<file path="src/rtl/pt2262_pkg.sv">
`default_nettype none
// ============================================================================
// Module      : pt2262_pkg
// Description : Shared types and constants for the PT2262-compatible encoder:
//               trit codes, FSM state encoding, segment lengths (in units of
//               the protocol period "a") and word geometry.
// Macros      : none
// Revision    : 1.0 - initial release
// ============================================================================
package pt2262_pkg;

    // Two-bit trit codes as presented on a_i (01 is not a legal trit)
    localparam logic [1:0] TRIT_0 = 2'b00;
    localparam logic [1:0] TRIT_1 = 2'b11;
    localparam logic [1:0] TRIT_F = 2'b10;

    typedef enum logic [1:0] {
        ST_IDLE = 2'd0,
        ST_LOAD = 2'd1,
        ST_BITS = 2'd2,
        ST_SYNC = 2'd3
    } state_t;

    // Segment lengths in units of a
    localparam logic [6:0] SEG_SHORT    = 7'd4;
    localparam logic [6:0] SEG_LONG     = 7'd12;
    localparam logic [6:0] SEG_SYNC_LOW = 7'd124;

    // Word geometry: 8 address trits + 4 data bits, 4 segments per code bit
    localparam int         SYMBOLS  = 12;
    localparam int         SEGMENTS = 4;
    localparam logic [3:0] SYM_LAST = 4'(SYMBOLS - 1);
    localparam logic [1:0] SEG_LAST = 2'(SEGMENTS - 1);
    localparam logic [3:0] SYM_DATA = 4'd8;

    // Length (in a) of segment seg (0..3) of a code bit carrying trit.
    // A code bit is two halves; each half is "short-high/long-low" (a 0-half)
    // or "long-high/short-low" (a 1-half). 0 = 0,0; 1 = 1,1; F = 0,1.
    // The second half tests trit != 0 so an illegal 01 is sent exactly as F.
    function automatic logic [6:0] code_seg_units(input logic [1:0] trit,
                                                  input logic [1:0] seg);
        logic one_half;
        one_half = seg[1] ? (trit != TRIT_0) : (trit == TRIT_1);
        if (seg[0] == 1'b0)
            return one_half ? SEG_LONG : SEG_SHORT;
        else
            return one_half ? SEG_SHORT : SEG_LONG;
    endfunction

    // True when any of the 8 address trits carries the illegal 01 code
    function automatic logic has_invalid_trit(input logic [15:0] a);
        logic bad;
        bad = 1'b0;
        for (int k = 0; k < 8; k++) begin
            if (a[2*k +: 2] == 2'b01)
                bad = 1'b1;
        end
        return bad;
    endfunction

endpackage
`default_nettype wire

</file>
<file path="src/rtl/pt2262_encoder_if.sv">
`default_nettype none
// ============================================================================
// Module      : pt2262_encoder_if
// Description : Signal bundle between a word source and the PT2262 encoder.
//               master : drives a_i, d_i, te_i; observes the status outputs.
//               slave  : the encoder itself.
//   a_i[15:0]   address trits, trit k = a_i[2k+1:2k]
//   d_i[3:0]    data bits
//   te_i        transmit enable (level)
//   cod_o       encoded serial line
//   busy_o      transmission in progress
//   word_done_o one-clk pulse at the end of each word
//   err_o       one-clk pulse on an illegal trit (check build only)
// Macros      : none
// Revision    : 1.0 - initial release
// ============================================================================
interface pt2262_encoder_if;
    logic [15:0] a_i;
    logic [3:0]  d_i;
    logic        te_i;
    logic        cod_o;
    logic        busy_o;
    logic        word_done_o;
    logic        err_o;

    modport master (
        output a_i, d_i, te_i,
        input  cod_o, busy_o, word_done_o, err_o
    );

    modport slave (
        input  a_i, d_i, te_i,
        output cod_o, busy_o, word_done_o, err_o
    );
endinterface
`default_nettype wire

</file>
<file path="src/rtl/pt2262_tick_gen.sv">
`default_nettype none
// ============================================================================
// Module      : pt2262_tick_gen
// Description : Oscillator tick divider. Counts 0..DIV-1 and asserts o_tick
//               for one clk while the count sits at DIV-1. i_clr holds the
//               count at zero and masks the tick.
//   clk     system clock
//   reset   synchronous active-high reset
//   i_clr   synchronous clear
//   o_tick  one-clk tick enable
// Macros      : none
// Revision    : 1.0 - initial release
// ============================================================================
module pt2262_tick_gen #(
    parameter int DIV = 250
) (
    input  wire logic clk,
    input  wire logic reset,
    input  wire logic i_clr,
    output logic      o_tick
);

    localparam int            CW     = (DIV > 1) ? $clog2(DIV) : 1;
    localparam logic [CW-1:0] c_last = CW'(DIV - 1);

    logic [CW-1:0] r_cnt;

    always_ff @(posedge clk) begin
        if (reset || i_clr)
            r_cnt <= '0;
        else if (r_cnt == c_last)
            r_cnt <= '0;
        else
            r_cnt <= r_cnt + CW'(1);
    end

    assign o_tick = !i_clr && (r_cnt == c_last);

endmodule
`default_nettype wire

</file>
<file path="src/rtl/pt2262_encoder.sv">
`default_nettype none
// ============================================================================
// Module      : pt2262_encoder
// Description : PT2262-compatible serial encoder. Sends 8 address trits,
//               4 data bits and a sync symbol on cod_o, repeating words while
//               te_i is high and always sending at least MIN_WORDS words.
//   clk    system clock (3 MHz nominal)
//   reset  synchronous active-high reset
//   bus    pt2262_encoder_if.slave (a_i, d_i, te_i, cod_o, busy_o,
//          word_done_o, err_o)
// Macros      : PT2262_INVALID_TRIT_CHECK_EN - reject words containing an
//               illegal 01 trit (err_o pulse, nothing sent). Undefined: err_o
//               stays 0 and 01 is sent as F.
// Revision    : 1.0 - initial release
// ============================================================================
module pt2262_encoder
    import pt2262_pkg::*;
#(
    parameter int DIV       = 250,
    parameter int A_TICKS   = 4,
    parameter int MIN_WORDS = 4
) (
    input  wire logic         clk,
    input  wire logic         reset,
    pt2262_encoder_if.slave   bus
);

    localparam int TW = $clog2(int'(SEG_SYNC_LOW) * A_TICKS + 1);
    localparam int WW = (MIN_WORDS > 0) ? $clog2(MIN_WORDS + 1) : 1;
    localparam logic [WW-1:0] c_min_words = WW'(MIN_WORDS);

    state_t        r_state, w_state_next;
    logic [15:0]   r_a;
    logic [3:0]    r_d;
    logic [3:0]    r_sym, w_sym_next;
    logic [1:0]    r_seg, w_seg_next;
    logic [TW-1:0] r_tcnt, w_tcnt_next;
    logic [WW-1:0] r_words, w_words_next, w_words_inc;
    logic          r_cod, w_cod_next;
    logic          r_done, w_done_next;
    logic          r_err, w_err_next;
    logic          w_latch, w_div_clr, w_tick;
    logic [1:0]    w_trit;
    logic [6:0]    w_units;
    logic [TW-1:0] w_seg_ticks;
    logic          w_seg_end;

    pt2262_tick_gen #(.DIV(DIV)) u_tick_gen (
        .clk    (clk),
        .reset  (reset),
        .i_clr  (w_div_clr),
        .o_tick (w_tick)
    );

    // Data bits are sent as the full-valued trits 0 / 1
    assign w_trit = (r_sym < SYM_DATA) ? r_a[{r_sym[2:0], 1'b0} +: 2]
                                       : {2{r_d[r_sym[1:0]]}};

    assign w_units     = (r_state == ST_SYNC) ? (r_seg[0] ? SEG_SYNC_LOW : SEG_SHORT)
                                              : code_seg_units(w_trit, r_seg);
    assign w_seg_ticks = TW'(w_units) * TW'(A_TICKS);
    assign w_seg_end   = w_tick && (r_tcnt == w_seg_ticks - TW'(1));
    assign w_words_inc = (r_words == c_min_words) ? r_words : r_words + WW'(1);

    always_comb begin
        w_state_next = r_state;
        w_sym_next   = r_sym;
        w_seg_next   = r_seg;
        w_tcnt_next  = r_tcnt;
        w_words_next = r_words;
        w_done_next  = 1'b0;
        w_err_next   = 1'b0;
        w_latch      = 1'b0;
        w_div_clr    = 1'b1;

        case (r_state)
            ST_IDLE: begin
                if (bus.te_i)
                    w_state_next = ST_LOAD;
            end
            ST_LOAD: begin
                w_latch      = 1'b1;
                w_sym_next   = '0;
                w_seg_next   = '0;
                w_tcnt_next  = '0;
                w_state_next = ST_BITS;
`ifdef PT2262_INVALID_TRIT_CHECK_EN
                if (has_invalid_trit(bus.a_i)) begin
                    w_err_next   = 1'b1;
                    w_words_next = '0;
                    w_state_next = ST_IDLE;
                end
`endif
            end
            ST_BITS: begin
                w_div_clr = 1'b0;
                if (w_seg_end) begin
                    w_tcnt_next = '0;
                    if (r_seg == SEG_LAST) begin
                        w_seg_next = '0;
                        if (r_sym == SYM_LAST) begin
                            w_sym_next   = '0;
                            w_state_next = ST_SYNC;
                        end else begin
                            w_sym_next = r_sym + 4'd1;
                        end
                    end else begin
                        w_seg_next = r_seg + 2'd1;
                    end
                end else if (w_tick) begin
                    w_tcnt_next = r_tcnt + TW'(1);
                end
            end
            ST_SYNC: begin
                w_div_clr = 1'b0;
                if (w_seg_end) begin
                    w_tcnt_next = '0;
                    if (r_seg == 2'd0) begin
                        w_seg_next = 2'd1;
                    end else begin
                        w_seg_next   = '0;
                        w_done_next  = 1'b1;
                        w_words_next = w_words_inc;
                        if ((w_words_inc < c_min_words) || bus.te_i) begin
                            w_state_next = ST_LOAD;
                        end else begin
                            w_state_next = ST_IDLE;
                            w_words_next = '0;
                        end
                    end
                end else if (w_tick) begin
                    w_tcnt_next = r_tcnt + TW'(1);
                end
            end
            default: w_state_next = ST_IDLE;
        endcase

        // Even segments are high, odd segments low; the level is registered
        // together with the segment it belongs to so cod_o has no lag.
        w_cod_next = ((w_state_next == ST_BITS) || (w_state_next == ST_SYNC))
                     && !w_seg_next[0];
    end

    always_ff @(posedge clk) begin
        if (reset) begin
            r_state <= ST_IDLE;
            r_a     <= '0;
            r_d     <= '0;
            r_sym   <= '0;
            r_seg   <= '0;
            r_tcnt  <= '0;
            r_words <= '0;
            r_cod   <= 1'b0;
            r_done  <= 1'b0;
            r_err   <= 1'b0;
        end else begin
            r_state <= w_state_next;
            r_sym   <= w_sym_next;
            r_seg   <= w_seg_next;
            r_tcnt  <= w_tcnt_next;
            r_words <= w_words_next;
            r_cod   <= w_cod_next;
            r_done  <= w_done_next;
            r_err   <= w_err_next;
            if (w_latch) begin
                r_a <= bus.a_i;
                r_d <= bus.d_i;
            end
        end
    end

    assign bus.cod_o       = r_cod;
    assign bus.busy_o      = (r_state != ST_IDLE);
    assign bus.word_done_o = r_done;
    assign bus.err_o       = r_err;

endmodule
`default_nettype wire

</file>
<file path="src/flat_wrapper.sv">
// flat-port wrapper written by rule: the top's interface ports become plain ports
module pt2262_encoder_flat import pt2262_pkg::*;
#(
    parameter int DIV       = 250,
    parameter int A_TICKS   = 4,
    parameter int MIN_WORDS = 4
)
  (clk, reset, bus_a_i, bus_d_i, bus_te_i, bus_cod_o, bus_busy_o, bus_word_done_o, bus_err_o);
  pt2262_encoder_if bus_i ();
  input  wire logic clk;
  input  wire logic reset;
  input wire logic [$bits(bus_i.a_i)-1:0] bus_a_i;
  input wire logic [$bits(bus_i.d_i)-1:0] bus_d_i;
  input wire logic [$bits(bus_i.te_i)-1:0] bus_te_i;
  output wire logic [$bits(bus_i.cod_o)-1:0] bus_cod_o;
  output wire logic [$bits(bus_i.busy_o)-1:0] bus_busy_o;
  output wire logic [$bits(bus_i.word_done_o)-1:0] bus_word_done_o;
  output wire logic [$bits(bus_i.err_o)-1:0] bus_err_o;
  assign bus_i.a_i = bus_a_i;
  assign bus_i.d_i = bus_d_i;
  assign bus_i.te_i = bus_te_i;
  assign bus_cod_o = bus_i.cod_o;
  assign bus_busy_o = bus_i.busy_o;
  assign bus_word_done_o = bus_i.word_done_o;
  assign bus_err_o = bus_i.err_o;
  pt2262_encoder #(.DIV(DIV), .A_TICKS(A_TICKS), .MIN_WORDS(MIN_WORDS)) u_core (.clk(clk), .reset(reset), .bus(bus_i));
endmodule
</file>
<file path="config.mk">
export PLATFORM = sky130hd
export DESIGN_NAME = pt2262_encoder_flat
export DESIGN_NICKNAME = d
export VERILOG_FILES = /design/src/rtl/pt2262_pkg.sv /design/src/rtl/pt2262_encoder_if.sv /design/src/rtl/pt2262_tick_gen.sv /design/src/rtl/pt2262_encoder.sv /design/src/flat_wrapper.sv
export SDC_FILE = /design/constraint.sdc
export NUM_CORES = 1
export LEC_CHECK = 0
export BUFFER_PORTS_ARGS = -buffer_cell sky130_fd_sc_hd__buf_2
export CAP_MARGIN = 20
export CELL_PAD_IN_SITES_DETAIL_PLACEMENT = 0
export CELL_PAD_IN_SITES_GLOBAL_PLACEMENT = 1
export CORE_ASPECT_RATIO = 2
export CORE_MARGIN = 2
export CORE_UTILIZATION = 35
export DETAILED_ROUTE_END_ITERATION = 16
export MAX_ROUTING_LAYER = met4
export PLACE_DENSITY_LB_ADDON = 0.1
export SLEW_MARGIN = 20
export SYNTH_ARGS = -nofsm -noshare
export SYNTH_HDL_FRONTEND = slang
export SYNTH_SLANG_ARGS = --single-unit
</file>
<file path="constraint.sdc">
create_clock -name clk -period 5.35 [get_ports clk]
set_input_delay 0.535 -clock clk [delete_from_list [all_inputs] [get_ports clk]]
set_output_delay 0.535 -clock clk [all_outputs]
set_load 0.02 [all_outputs]
</file>
Yosys cells after proc, flatten, opt, wreduce, memory -nomap -nowiden

Cells that the tools add are included.

Register bits after elaboration: 50
Bits in latches: 0
Memory bits (writable): 0
ROM bits: 0
Input port bits: 23
Output and inout port bits: 4
Memories kept: 0

Add/subtract/negate cells: 6
Multiply operators: 0
Div/mod/pow operators: 0
Order comparisons: 3
Eq/ne operators: 15
Shifts and indexed selects: 1
Muxes and demuxes: 34
Bitwise logic cells: 3
Reductions and logical operators: 21

Operator list:

| kind                | number |
|---|---|
| $mux 7              | 3 |
| $mux 2              | 10 |
| $mux 4              | 5 |
| $mux 9              | 2 |
| $pmux 9 s2          | 1 |
| $shiftx 16x5->2     | 1 |
| $eq 2x2->1 const B  | 6 |
| $add 9x1->9 const B | 1 |
| $eq 9x9->1          | 1 |
| $reduce_and 3->1    | 3 |
| $sub 9x1->9 const B | 1 |
| $add 8x1->8 const B | 1 |
| $eq 8x8->1 const B  | 1 |
| $pmux 2 s4          | 1 |
| $pmux 4 s2          | 1 |
| $reduce_bool 2->1   | 4 |
| $mux 1              | 7 |
| $mux 3              | 2 |
| $ne 2x1->1 const B  | 3 |
| $pmux 2 s3          | 1 |
| $add 4x1->4 const B | 1 |
| $eq 4x4->1 const B  | 1 |
| $logic_not 2->1     | 2 |
| $lt 4x4->1 const B  | 1 |
| other kinds (16)    | 23 |

Logic depth before layout (Yosys ltp)

Depth after elaboration: 16
Gate-level depth with buffers: 9
Mapped depth without buffers: 9

By module

From an unflattened synthesis, not the netlist that was laid out.

Cell total of the unflattened synthesis: 308
Area, all modules: 2745.1 µm²

Modules (own cells, without submodules):

| module          | times used | cells each | area each (µm²) | seq. area each (µm²) |
|---|---|---|---|---|
| pt2262_encoder  | 1          | 259        | 2328.5          | 840.8 |
| pt2262_tick_gen | 1          | 49         | 416.6           | 160.2 |

Least setup slack after synthesis

No wires, ideal clock.

Path kind: register to register
Start: register u_core.r_sym[0]
End: register u_core.r_tcnt[3]
Arrival time: 2.391 ns
Path slack: 2.892 ns
Stages on the path, launching flop included: 10
Clock period less this slack: 2.458 ns
Path through: dfxtp_1 -> buf_6 -> mux4_2 -> maj3_2 -> a41oi_2 -> a21oi_2 -> o21ba_1 -> buf_6 -> or3_4 -> o21ai_2

Word-level cells in the longest chain between the ends: 13
Elaborated cells on any way between the ends: 19

Ends and longest elaborated chain:

| what                                                                    | RTL line                           | RTL |
|---|---|---|
| start: declaration                                                      | pt2262_encoder.sv:35               | `logic [3:0] r_sym, w_sym_next;` |
| start signal: assignment                                                | pt2262_encoder.sv:158              | `r_sym <= w_sym_next;` |
| parallel branches: the longest is 2 deep, another holds $shiftx 16x5->2 | n/a                                |  |
| $mux 2 (*)                                                              | pt2262_encoder.sv:56               | `assign w_trit = (r_sym < SYM_DATA) ? r_a[{r_sym[2:0], 1'b0} +: 2]` |
| $eq 2x2->1 / $reduce_bool 2->1 (equally long branches)                  | pt2262_pkg.sv:43                   | `one_half = seg[1] ? (trit != TRIT_0) : (trit == TRIT_1);` |
| $mux 1 (*)                                                              | pt2262_pkg.sv:43                   |  |
| $mux 4, on equally long branches                                        | pt2262_pkg.sv:45, pt2262_pkg.sv:47 |  |
| $mux 7 (*)                                                              | pt2262_pkg.sv:44                   | `if (seg[0] == 1'b0)` |
| $mux 7 (*)                                                              | pt2262_encoder.sv:59               | `assign w_units = (r_state == ST_SYNC) ? (r_seg[0] ? SEG_SYNC_LOW : SEG_SHORT)` |
| $sub 9x1->9 (*)                                                         | pt2262_encoder.sv:62               | `assign w_seg_end = w_tick && (r_tcnt == w_seg_ticks - TW'(1));` |
| $eq 9x9->1 (*)                                                          | pt2262_encoder.sv:62               |  |
| $logic_and 1x1->1 (*)                                                   | pt2262_encoder.sv:62               |  |
| $mux 9 / $ne 3x1->1 (equally long branches)                             | n/a                                |  |
| $pmux 9 s2 / $reduce_and 2->1 (equally long branches)                   | n/a                                |  |
| end signal: assignment                                                  | pt2262_encoder.sv:160              | `r_tcnt <= w_tcnt_next;` |
| end: declaration                                                        | pt2262_encoder.sv:37               | `logic [TW-1:0] r_tcnt, w_tcnt_next;` |

Mark *: on every way between the ends. The select of a mux whose other input is x is not followed.
A chain may end at the register's enable or synchronous reset.

Worst setup path after layout

Start: register u_core.u_tick_gen.r_cnt[0]
End: register u_core.r_words[1]

Word-level cells in the longest chain between the ends: 4

Ends and longest elaborated chain:

| what                       | RTL line              | RTL |
|---|---|---|
| start: declaration         | pt2262_tick_gen.sv:26 | `logic [CW-1:0] r_cnt;` |
| start signal: assignment   | pt2262_tick_gen.sv:34 | `r_cnt <= r_cnt + CW'(1);` |
| $eq 8x8->1                 | pt2262_tick_gen.sv:37 | `assign o_tick = !i_clr && (r_cnt == c_last);` |
| $logic_and 1x1->1          | pt2262_tick_gen.sv:37 |  |
| $logic_and 1x1->1          | pt2262_encoder.sv:62  |  |
| $reduce_and 3->1 (no line) | n/a                   |  |
| end signal: assignment     | pt2262_encoder.sv:161 | `r_words <= w_words_next;` |
| end: declaration           | pt2262_encoder.sv:38  | `logic [WW-1:0] r_words, w_words_next, w_words_inc;` |

No other way between the ends.

==> impl_metrics.py <==
metrics = {
    "run_status": {
        "status": "complete, no violations",
    },
    "critical_path": {
        "worst-r2r-setup-slack_ns": 2.50,
        "required_ns": 5.50,
        "r2r_cells": 8,
        "cp_max_fo": 14,
        "r2r-start": "u_core.u_tick_gen.r_cnt[0]$_SDFF_PP0_",
        "arrival_ns": 3.00,
        "slowest_delay_ns": 0.65,
        "worstSetupPathType": "reg -> reg",
        "timing.rr.end": "u_core.r_words[1]$_SDFFE_PP0P_",
        "path_cells": "ha_1 > and4b_1 > nand3_1 > nor4_1 > a21boi_1 > a21oi_1 > a41oi_1 > nor2_1",
        "path_buf_inv": 0,
        "path_delay_family": "simple AND/OR/NAND/NOR gates",
        "start_kind": "flop",
        "slowest_stage": "a21boi_1",
        "setup.worst_path.start": "u_core.u_tick_gen.r_cnt[0]$_SDFF_PP0_",
        "cp-end-kind": "flop",
    },
    "clocking": {
        "clockBufferDepth": 2,
        "clkLatencyLatePin_ns": 0.29,
        "cts_buffers": 5,
        "cts-hold-fix-buffers": 0,
        "cts.repair.resized": 0,
        "cts.sinks": 50,
        "root_buffer": "clkbuf_16",
        "clkTransAtPathRegs_ns": 0.07,
        "post_cts_buffers": 0,
        "cts_tree": "yes",
        "htreeDepth": 2,
    },
    "global_route": {
        "overflow": 0,
        "grt_use_met3_pct": 2.91,
        "met2_usage_pct": 31.5,
        "grt_pass1_vias": 2151,
        "met1_usage_pct": 16.9,
        "grt_antenna_before_repair": 0,
        "grt_max_degree": 41,
        "grt_pass1_wl_mm": 10.1,
        "globalRouteTotalUtil_pct": 16.9,
        "top_usage_layer": "met2",
    },
    "synth": {
        "synth_edf_count": 0,
        "syn_nets": 330,
        "syn_area_per_cell_um2": 8.36,
        "synth_top_area_cell": "dfxtp_1",
        "yosysMostFrequentCell": "nand2_1",
        "synth_top_area_share_pct": 40.1,
        "syn_inst": 299,
        "synthTopCellsByArea": "dfxtp_1, nand2_1, a21oi_1",
        "ys.flop_type": "dfxtp_1",
        "synth.distinct_cells": 55,
        "yosysSeqAreaShare_pct": 40.1,
        "netlist_area_um2": 2500,
        "async_flop_share_pct": 0,
        "yosys-top-cells-count": "nand2_1, dfxtp_1, a21oi_1",
        "ys_ff_latch": 50,
        "synth-warning-count": 0,
    },
    "layout": {
        "area_growth_pct": 12.2,
        "final_cells": 406,
        "fin_nets": 347,
        "final_util_pct": 40.4,
        "fillCellCount": 734,
        "finalInstanceArea_um2": 2800,
        "diodes": 0,
        "final_layout_size_suffix_gt1_share_pct": 15.2,
    },
    "power": {
        "ir_drop_uv": 187,
        "leakagePower_nw": 1.04,
        "power.density_nw_per_um2": 268,
        "p_total_mw": 0.751,
    },
    "die": {
        "ios": 27,
        "die_y_um": 123,
        "coreArea_um2": 6940,
        "row_count": 43,
        "dieArea_um2": 7870,
        "fp.dieW_um": 63.7,
        "initial_core_util_pct": 36.0,
    },
    "sta": {
        "setup_ws_ns": 2.50,
        "setup-violations-final": 0,
        "slew_viol_final": 0,
        "post-route-min-period_ns": 2.85,
        "fmax_mhz": 351,
        "fin_setup_tns_ns": 0,
        "worst_pin_slew_ns": 0.801,
        "rsz0062_at_grt": "no",
        "finalCritPeriodShare_pct": 53.2,
        "slew_headroom_pct": 46.6,
        "fin_worst_skew_ns": 0.00418,
        "hold_viol": 0,
        "hold_slack_ns": 0.453,
    },
    "flow_run": {
        "max_cap_violations": 0,
    },
    "placement": {
        "io_buffers": 25,
        "place_ws_ns": 2.54,
        "place_congestion": 0.781,
        "dp_hpwl_mm": 4.32,
        "placed_cells_incl_taps": 399,
        "placed_area_um2": 2670,
    },
    "drt": {
        "ant_nets": 0,
        "drt_pass1_iterations": 4,
        "avgViaCountPerCell": 5.21,
        "drt-total-wl_mm": 5.94,
        "vias": 2114,
        "avgRoutedWirePerCell_um": 14.6,
        "drt_iter0_drc": 94,
        "drc": 0,
    },
    "worst_hold_path": {
        "min_path_type": "reg -> reg",
        "whs_endpoint": "u_core.r_d[1]$_SDFFE_PP0N_",
        "whs_path_depth": 2,
        "hp-start": "u_core.r_d[1]$_SDFFE_PP0N_",
    },
}
==> placed cells by master, fill, tap and decap left out, types with 3 or more instances in the layout <==
master and count:
xnor2_1 4, buf_2 25, or4_1 3, nor2_1 22
nand3_1 12, inv_1 11, o21ai_0 5, xor2_1 6
nand2_1 59, ha_1 8, dfxtp_1 50, a2111oi_0 3
and3_1 6, o21ai_2 3, or3_1 9, mux4_2 5
nand4_1 4, clkbuf_16 5, a21oi_1 31
==> worst reg2reg max path, cell delays in order (launching register included) <==
cell and delay (ns):
dfxtp_1 0.39, ha_1 0.16, and4b_1 0.24, nand3_1 0.37, nor4_1 0.49, a21boi_1 0.65, a21oi_1 0.14, a41oi_1 0.20
nor2_1 0.06
==> how the worst max path moves through the flow <==
stage,end,slack [ns],cells after the start
floorplan,u_core.r_tcnt[3]$_SDFFE_PP0P_,2.89,9
global placement,u_core.r_tcnt[4]$_SDFFE_PP0P_,2.57,7
detailed placement,u_core.r_tcnt[4]$_SDFFE_PP0P_,2.54,7
CTS,u_core.r_tcnt[4]$_SDFFE_PP0P_,2.50,7
global route,u_core.r_words[0]$_SDFFE_PP0P_,2.20,8
finish,u_core.r_words[1]$_SDFFE_PP0P_,2.50,8
==> registers in the layout, summed over array words and instances, names as in the netlist <==
register	count
u_core.r_sym	4
u_core.r_state	2
u_core.r_tcnt	9
u_core.bus.word_done_o	1
u_core.r_seg	2
u_core.r_words	3
u_core.bus.cod_o	1
u_core.u_tick_gen.r_cnt	8
u_core.r_d	4
u_core.r_a	16
==> kinds of logic after synthesis <==
logic type | after synthesis | share of synthesized area, %
AOI/OAI and AO/OA | 64 | 17.0
xor gates and xnor gates | 10 | 3.51
adders and majority gates | 10 | 4.86
buffers and inverters | 28 | 4.96
DFF | 50 | 40.1
muxes | 6 | 4.91
other | 1 | 0.150
and+or+nand+nor | 130 | 24.6
==> final cells by class <==
class | count | area (um^2) | area share, %
Inverter | 11 | 41.3 | 1.47
Clock buffer | 5 | 125 | 4.46
Clock inverter | 2 | 10.0 | 0.357
Sequential cell | 50 | 1000 | 35.7
Tap cell | 90 | 113 | 4.02
Multi-Input combinational cell | 221 | 1370 | 49.0
Timing Repair Buffer | 27 | 140 | 5.00
==> report_power, final <==
part / switching (mW) / total, mW / internal (mW)
registers: 0.00799 / 0.391 / 0.383
logic: 0.0344 / 0.0555 / 0.0211
clock network: 0.135 / 0.304 / 0.169
==> layer usage <==
layer	routed length (um)	share of wire (%)
met1	2390	40
met2	3290	55
met3	139	2.3
met4	118	2.0
met5	0	0
Note: power is estimated with default switching activity, not from simulation.
